[src/rtl/spatz_offload_ctrl.sv]
`default_nettype none
// ============================================================================
// Module      : spatz_offload_ctrl
// Description : Buffers core offload requests in a small FIFO, issues them to
//               the vector unit and returns scalar/illegal responses.
// Revision    : 1.0 - initial release
// ============================================================================
module spatz_offload_ctrl #(
    parameter int unsigned FifoDepth = 2,
    parameter int unsigned StatWidth = 16
) (
    input  logic                 clk_i,
    input  logic                 rst_ni,

    input  logic                 core_valid_i,
    output logic                 core_ready_o,
    input  logic [31:0]          core_instr_i,
    input  logic [31:0]          core_rs1_i,
    input  logic [31:0]          core_rs2_i,
    input  logic [4:0]           core_rd_i,
    input  logic                 core_wb_i,

    output logic                 acc_valid_o,
    output logic [31:0]          acc_instr_o,
    output logic [31:0]          acc_rs1_o,
    output logic [31:0]          acc_rs2_o,
    input  logic                 acc_illegal_i,
    input  logic [31:0]          acc_rd_i,

    output logic                 rsp_valid_o,
    input  logic                 rsp_ready_i,
    output logic [31:0]          rsp_data_o,
    output logic [4:0]           rsp_rd_o,
    output logic                 rsp_illegal_o,

    output logic                 busy_o,
    output logic [StatWidth-1:0] illegal_cnt_o
);

    localparam int unsigned c_ADDR_W = (FifoDepth > 1) ? $clog2(FifoDepth) : 1;
    localparam logic [c_ADDR_W:0]    c_PTR_ONE = 1;
    localparam logic [StatWidth-1:0] c_CNT_ONE = 1;

    typedef enum logic [0:0] {
        ST_ISSUE = 1'b0,
        ST_RESP  = 1'b1
    } state_e;

    state_e r_state;

    logic [31:0] r_mem_instr [FifoDepth];
    logic [31:0] r_mem_rs1   [FifoDepth];
    logic [31:0] r_mem_rs2   [FifoDepth];
    logic [4:0]  r_mem_rd    [FifoDepth];
    logic        r_mem_wb    [FifoDepth];

    // Pointers carry one extra wrap bit to tell full from empty.
    logic [c_ADDR_W:0] r_wr_ptr;
    logic [c_ADDR_W:0] r_rd_ptr;

    logic                 r_rsp_valid;
    logic [31:0]          r_rsp_data;
    logic [4:0]           r_rsp_rd;
    logic                 r_rsp_illegal;
    logic [StatWidth-1:0] r_illegal_cnt;

    logic                w_empty;
    logic                w_full;
    logic                w_push;
    logic                w_pop;
    logic [c_ADDR_W-1:0] w_wr_idx;
    logic [c_ADDR_W-1:0] w_rd_idx;
    logic                w_head_wb;
    logic [4:0]          w_head_rd;

    assign w_wr_idx  = r_wr_ptr[c_ADDR_W-1:0];
    assign w_rd_idx  = r_rd_ptr[c_ADDR_W-1:0];
    assign w_empty   = (r_wr_ptr == r_rd_ptr);
    assign w_full    = (r_wr_ptr[c_ADDR_W] != r_rd_ptr[c_ADDR_W]) && (w_wr_idx == w_rd_idx);
    assign w_push    = core_valid_i && !w_full;
    assign w_pop     = (r_state == ST_ISSUE) && !w_empty;
    assign w_head_wb = r_mem_wb[w_rd_idx];
    assign w_head_rd = r_mem_rd[w_rd_idx];

    always_ff @(posedge clk_i) begin
        if (w_push) begin
            r_mem_instr[w_wr_idx] <= core_instr_i;
            r_mem_rs1[w_wr_idx]   <= core_rs1_i;
            r_mem_rs2[w_wr_idx]   <= core_rs2_i;
            r_mem_rd[w_wr_idx]    <= core_rd_i;
            r_mem_wb[w_wr_idx]    <= core_wb_i;
        end
    end

    always_ff @(posedge clk_i or negedge rst_ni) begin
        if (!rst_ni) begin
            r_state       <= ST_ISSUE;
            r_wr_ptr      <= '0;
            r_rd_ptr      <= '0;
            r_rsp_valid   <= 1'b0;
            r_rsp_data    <= '0;
            r_rsp_rd      <= '0;
            r_rsp_illegal <= 1'b0;
            r_illegal_cnt <= '0;
        end else begin
            if (w_push) begin
                r_wr_ptr <= r_wr_ptr + c_PTR_ONE;
            end
            case (r_state)
                ST_ISSUE: begin
                    if (w_pop) begin
                        r_rd_ptr <= r_rd_ptr + c_PTR_ONE;
                        if (acc_illegal_i && (r_illegal_cnt != '1)) begin
                            r_illegal_cnt <= r_illegal_cnt + c_CNT_ONE;
                        end
                        // Only illegal or writeback instructions owe the core a response.
                        if (acc_illegal_i || w_head_wb) begin
                            r_state       <= ST_RESP;
                            r_rsp_valid   <= 1'b1;
                            r_rsp_data    <= acc_illegal_i ? 32'h0 : acc_rd_i;
                            r_rsp_rd      <= w_head_rd;
                            r_rsp_illegal <= acc_illegal_i;
                        end
                    end
                end
                ST_RESP: begin
                    if (rsp_ready_i) begin
                        r_state     <= ST_ISSUE;
                        r_rsp_valid <= 1'b0;
                    end
                end
                default: begin
                    r_state     <= ST_ISSUE;
                    r_rsp_valid <= 1'b0;
                end
            endcase
        end
    end

    assign core_ready_o  = !w_full;
    assign acc_valid_o   = w_pop;
    assign acc_instr_o   = r_mem_instr[w_rd_idx];
    assign acc_rs1_o     = r_mem_rs1[w_rd_idx];
    assign acc_rs2_o     = r_mem_rs2[w_rd_idx];
    assign rsp_valid_o   = r_rsp_valid;
    assign rsp_data_o    = r_rsp_data;
    assign rsp_rd_o      = r_rsp_rd;
    assign rsp_illegal_o = r_rsp_illegal;
    assign busy_o        = !w_empty || (r_state == ST_RESP);
    assign illegal_cnt_o = r_illegal_cnt;

endmodule
`default_nettype wire

[config.mk]
export PLATFORM = sky130hd
export DESIGN_NAME = spatz_offload_ctrl
export DESIGN_NICKNAME = d
export VERILOG_FILES = /design/src/rtl/spatz_offload_ctrl.sv
export SDC_FILE = /design/constraint.sdc
export NUM_CORES = 1
export LEC_CHECK = 0
export CAP_MARGIN = 0
export CORE_AREA = 4 4 131 184
export CTS_BUF_LIST = sky130_fd_sc_hd__clkbuf_16
export DETAILED_ROUTE_END_ITERATION = 16
export DIE_AREA = 0 0 135 188
export PLACE_DENSITY = 0.76
export SLEW_MARGIN = 5
export SYNTH_ARGS = -nofsm -noshare
export SYNTH_HDL_FRONTEND = slang
export SYNTH_SLANG_ARGS = --single-unit
[constraint.sdc]
create_clock -name clk_i -period 6.65 [get_ports clk_i]
set_input_delay 1.995 -clock clk_i [delete_from_list [all_inputs] [get_ports clk_i]]
set_output_delay 1.995 -clock clk_i [all_outputs]
set_load 0.02 [all_outputs]
* Yosys cells after proc, flatten, opt, wreduce, memory -nomap -nowiden
Memories as Yosys holds them, arrays and structs flattened. A register that Yosys moved wholly into a read port is not among the register bits.
Index checks and enable logic that the tools add are counted.
** Operators by class
- $add $sub $neg :: 3
- Equal/unequal tests :: 7
- Muxes and demuxes :: 11
- Bitwise logic cells :: 1
- Reductions and logical operators :: 13
** Operators with widths (number)
- 32-bit 2-to-1 mux :: 1
- 16-bit by 1-bit adder with 16-bit output (second input constant) :: 1
- 16-bit inequality test (second input constant) :: 1
- 3-bit AND reduction :: 3
- 1-bit 2-to-1 mux :: 8
- 2-bit by 1-bit adder with 2-bit output (second input constant) :: 2
- 1-bit logical AND :: 4
- 2-bit inequality test (second input constant) :: 2
- 1-bit case mux with 2 select lines :: 2
- 1-bit zero test :: 3
- 2-bit equality test :: 1
- 1-bit logical OR :: 2
- 2-bit by 1-bit inequality test with 1-bit output (second input constant) :: 1
- 2-bit AND reduction :: 1
- 1-bit equality test :: 1
- 1-bit inequality test :: 1
- 1-bit inverter :: 1
** Storage, ports and cells
- Bits in registers :: 55
- RAM bits :: 204
- Output and inout bits :: 154
- Memories :: 5
** Memory list
- r_mem_instr :: depth 2, width 32, rd ports 1, clocked after memory_dff 0, write ports 1, RTL line 51 : logic [31:0] r_mem_instr [FifoDepth];
- r_mem_rs1 :: depth 2, width 32, rd ports 1, clocked after memory_dff 0, write ports 1, RTL line 52 : logic [31:0] r_mem_rs1 [FifoDepth];
- r_mem_rs2 :: depth 2, width 32, rd ports 1, clocked after memory_dff 0, write ports 1, RTL line 53 : logic [31:0] r_mem_rs2 [FifoDepth];
- r_mem_rd :: depth 2, width 5, rd ports 1, clocked after memory_dff 1, write ports 1, RTL line 54 : logic [4:0] r_mem_rd [FifoDepth];
- r_mem_wb :: depth 2, width 1, rd ports 1, clocked after memory_dff 0, write ports 1, RTL line 55 : logic r_mem_wb [FifoDepth];

* Longest topological paths before layout
- Word-level depth :: 6
- Mapped depth :: 7

* Worst setup path after synthesis
No wires, ideal clock.
- Path type :: input -> register
- Start :: in core_valid_i
- End :: mem r_mem_instr[0][0], enable pin
- Library setup time :: 0.564 ns
- Arrival time :: 6.319 ns
- Data required time :: 6.086 ns
- Setup slack :: -0.233 ns
- Stages :: 2
- Buffers on the path :: 0
- Cell sequence :: nand2_1 nor2_1
** Between the ends
- Longest elaborated chain between the ends :: 3
** RTL lines
- start, declared :: RTL line 15 : input logic core_valid_i,
- 1-bit logical AND :: RTL line 80 : assign w_push = core_valid_i && !w_full;
- 1-bit 2-to-1 mux :: RTL line 86 : if (w_push) begin
- 1-bit 2-to-1 mux (implied by the code) :: RTL line 87 : r_mem_instr[w_wr_idx] <= core_instr_i;
- end, declared :: RTL line 51
No other way between the ends.

* Worst setup path in the final report
- Start :: reg r_rd_ptr[0]
- End :: out acc_valid_o
** Between the ends
- Longest elaborated chain between the ends :: 3
** RTL lines
- start, declared :: RTL line 59 : logic [c_ADDR_W:0] r_rd_ptr;
- start signal, assigned :: RTL line 112 : r_rd_ptr <= r_rd_ptr + c_PTR_ONE;
- 2-bit equality test :: RTL line 78 : assign w_empty = (r_wr_ptr == r_rd_ptr);
- 1-bit zero test :: RTL line 81 : assign w_pop = (r_state == ST_ISSUE) && !w_empty;
- 1-bit logical AND :: RTL line 81
- end, declared :: RTL line 23 : output logic acc_valid_o,
No other way between the ends.

==> results_tabular.tex <==
\begin{tabular}{lr}
\hline
Metric & Value \\
\hline
\multicolumn{2}{l}{\textbf{Status}} \\
Run status & finished, final reports clean \\
\multicolumn{2}{l}{\textbf{Route}} \\
Residual DRC count & 0 \\
Via Count & a little under 6k \\
Number of vias per cell & between 4 and 5 \\
WL/cell & approximately 19 µm \\
Post-detailed-route count of antenna-violating nets & 0 \\
First-pass iteration count of the detailed router & 4 \\
Drt initial violations & 285 \\
Sum of routed wire length over all layers & between 20 and 25 mm \\
\multicolumn{2}{l}{\textbf{Global route}} \\
Gr ovfl total & 0 \\
First-pass GRT wire length & $\sim$35 mm \\
Via count of the first global-routing pass & about 6.4k \\
Number of antenna violations at the first check in global routing & 2 \\
Largest net degree at the start of global routing & 78 \\
Tot GR Track Use & 0.1705 \\
\multicolumn{2}{l}{\textbf{Clocking}} \\
Clock buffer depth & 3 \\
Number of buffers added by the clock tree synthesis step & 26 \\
Post-CTS setup buffers & 0 \\
Maximum level of the CTS H-tree & 1 \\
Total clock sinks & 264 \\
Clock-pin transition on the worst setup and hold timing paths & roughly 60 ps \\
TritonCTS clock tree & done \\
CTS Hold Buffers Added & 0 \\
Quantity of gates resized following cts & 0 \\
Clock insertion delay at the later pin of the skew report & approximately 520 ps \\
CTS Root Buffer Type & clkbuf\_16 \\
\multicolumn{2}{l}{\textbf{Placement}} \\
Worst setup slack after placement & $\sim$2300 ps \\
Number of buffers inserted by port buffering & around 290 \\
Final estimated routing congestion in global placement & about 0.77 \\
DP HPWL & between 15 and 20 mm \\
\multicolumn{2}{l}{\textbf{Min path}} \\
Type of the tightest min-delay check & reg2reg \\
\multicolumn{2}{l}{\textbf{Timing}} \\
Sum of negative setup slack & 0 ps \\
Setup violators final & 0 \\
Minimum clock period & 4897 ps \\
Final setup margin & between 1500 and 2000 ps \\
Final number of max-transition violations & 0 \\
RSZ-0062 raised after global routing & false \\
Ratio of final minimum period to clock period & 0.7364 \\
Hold violation total from the final report & 0 \\
Slew headroom & 0.4172 \\
Timing-limited maximum frequency & between 200 and 250 MHz \\
Final Skew & 14.12 ps \\
Slew at the pin with the worst max-slew slack & 872.2 ps \\
\multicolumn{2}{l}{\textbf{Power}} \\
Worst voltage drop across the vdd grid & between 300 and 400 µV \\
Power density normalized to cell area & about 480 nW/µm² \\
Leakage Power & between 0.005 and 0.006 µW \\
Post-layout total power & approximately 6700 µW \\
\multicolumn{2}{l}{\textbf{Synth}} \\
Syn nets & 715 \\
Cell area after synthesis & $\sim$10000 µm² \\
Syn\_area\_per\_cell & around 17 µm² \\
Number of unique standard cell types used by synthesis & 32 \\
Post-synthesis instance total & $\sim$580 \\
Number of enable flip-flop cells after synthesis & between 200 and 250 \\
Part of the Yosys area used for sequential elements & 0.7644 \\
Flip-flop and latch count after synthesis & about 260 \\
Proportion of synthesized flip-flops having asynchronous set or reset & 0.2273 \\
Flip-flop cell with the highest count after synthesis & edfxtp\_1 \\
Number of warnings reported in the yosys synthesis log & 0 \\
\multicolumn{2}{l}{\textbf{Final layout}} \\
Layout Nets & $\sim$1k \\
Fraction of layout instances using a drive strength above 1 & 0.1670 \\
Antenna Diode Count & 0 \\
Synthesis-to-layout area growth & 41.73\% \\
\multicolumn{2}{l}{\textbf{Worst setup path}} \\
Worst path cell trace & xnor2\_1 > a21oi\_1 > clkdlybuf4s50\_1 \\
Type of element capturing the critical path & primary output \\
Critical path required time & between 4000 and 5000 ps \\
Critical-path top delay cell & dfrtp\_4 \\
Maximum fanout encountered on the critical timing path & 44 \\
Max stage delay on crit path & approximately 860 ps \\
Critical path data arrival time & 2900 ps \\
Worst Setup Start Kind & flip-flop \\
Kind of critical path & reg2out \\
\multicolumn{2}{l}{\textbf{Floorplan}} \\
Die span in y & 188 µm \\
Total number of placement rows & 65 \\
Die extent in x & 135 µm \\
IO Count & between 200 and 300 \\
Initial standard-cell utilization of the core & 0.4462 \\
Placeable core region & 22,370 µm² \\
Die outline area & 25,380 µm² \\
\multicolumn{2}{l}{\textbf{Flow run}} \\
Number of max-cap violations & 0 \\
\hline
\end{tabular}
-- flip-flops by register name, indices dropped and copies added, names as in the netlist, 2 cells and up --
signal         cells
illegal_cnt_o     16
r_mem_rd          10
r_mem_rs1         64
r_mem_rs2         64
r_mem_wb           2
rsp_data_o        32
r_mem_instr       64
r_rd_ptr           2
r_wr_ptr           2
rsp_rd_o           5
-- worst paths after layout --
kind,slack (ps),end,depth (start not counted),startpoint
worst max-delay path,1750,acc_valid_o,3,r_rd_ptr[0]$_DFFE_PN0P_
worst min-delay path,480,rsp_data_o[15]$_DFFE_PN0P_,2,rsp_data_o[15]$_DFFE_PN0P_
max in group asynchronous,4430,r_rd_ptr[0]$_DFFE_PN0P_,2,rst_ni
worst min register to register,480,rsp_data_o[15]$_DFFE_PN0P_,2,rsp_data_o[15]$_DFFE_PN0P_
min in group asynchronous,1630,illegal_cnt_o[6]$_DFFE_PN0P_,2,rst_ni
worst max register to register,3720,r_mem_rs1[0][10]$_DFFE_PP_,5,r_rd_ptr[0]$_DFFE_PN0P_
-- layer usage --
layer  GRT usage  wire, µm  vias to the layer above
met4     0.03646       329                        4
li1            -         -                     2761
met5           0        33                        -
met1      0.1991      8541                     2894
met3     0.05958      2173                       35
met2      0.3029     11340                      247
-- synth_stat cells (2+ instances only) --
| cell type | instances | area share |
|---|---|---|
| nor4b_1 | 2 | 0.0018 |
| nor4_1 | 5 | 0.0031 |
| mux2_2 | 97 | 0.11 |
| and3_1 | 3 | 0.0019 |
| nor2_1 | 3 | 0.0011 |
| buf_1 | 3 | 0.0011 |
| nor3_1 | 6 | 0.0030 |
| clkbuf_1 | 8 | 0.0030 |
| o21ai_0 | 37 | 0.019 |
| mux2i_1 | 5 | 0.0050 |
| nand3_1 | 4 | 0.0020 |
| nand2b_1 | 33 | 0.021 |
| nand4_1 | 7 | 0.0044 |
| dfrtp_1 | 60 | 0.15 |
| xnor2_1 | 5 | 0.0044 |
| xor2_2 | 2 | 0.0033 |
| edfxtp_1 | 204 | 0.61 |
| xor2_1 | 16 | 0.014 |
| buf_2 | 12 | 0.0060 |
| nand2_1 | 51 | 0.019 |
-- report_power, final --
part           internal (µW)  total [µW]  switching, µW
combinational           1220        2640           1420
sequential              2370        2600            233
clock                    889        1480            592
-- cell families (layout without fill, tap and decap cells) --
group                    after synthesis  after routing  share of synthesized area
AND/OR/NAND/NOR                      118            118                    0.06219
multiplexers                         103            103                     0.1156
buffers and inverters                 25            348                    0.01166
AO/OA/AOI/OAI                         41             41                    0.02320
XOR/XNOR                              23             23                    0.02169
flip-flops                           264            264                     0.7644
adder cells (fa/ha/maj)                1              1                   0.001254
-- metrics by stage --
stage                     cell area (µm²)  utilization  hold slack [ps]  std cells
after floorplan                      9981            -            504.9        575
after global placement              13270       0.5931            461.9       1151
after detailed placement            13270       0.5931            469.2       1151
after CTS                           14140       0.6323            483.3       1199
after global routing                14140       0.6323            498.1       1199
final                               14140       0.6323            477.2       1199
-- area by class of cell --
| type | instances | area (µm²) |
|---|---|---|
| Fill cell | 1654 | 8223 |
| Sequential cell | 264 | 7631 |
| Timing Repair Buffer | 299 | 2995 |
| Multi-Input combinational cell | 286 | 2258 |
| Clock buffer | 27 | 675.6 |
| Tap cell | 301 | 376.6 |
| Clock inverter | 21 | 201.4 |
| Inverter | 1 | 3.754 |
-- worst max-delay path, delay by kind of cell (launching register included) --
family	cells	cell delay [ps]
flops	1	860
buf+inv	1	740
compound gates	1	570
xor+xnor	1	210
-- cell usage in the layout, fill, tap and decap left out, drive strengths merged --
cell type      instances
o21ai                 38
bufinv                 4
edfxtp               204
nor4b                  2
nand2b                33
o221ai                 1
mux2                  98
xor2                  18
nor3b                  1
and3                   3
nand4                  7
o211ai                 1
mux2i                  5
clkdlybuf4s50        291
nand2                 51
a21oi                  1
and4                   1
clkinvlp               2
inv                    9
clkbuf                27
nand3                  4
nor3                   6
buf                    8
nor2                   3
clkinv                 7
ha                     1
xnor2                  5
dfrtp                 60
nor4                   7
Power figures use the tool's default switching activity.
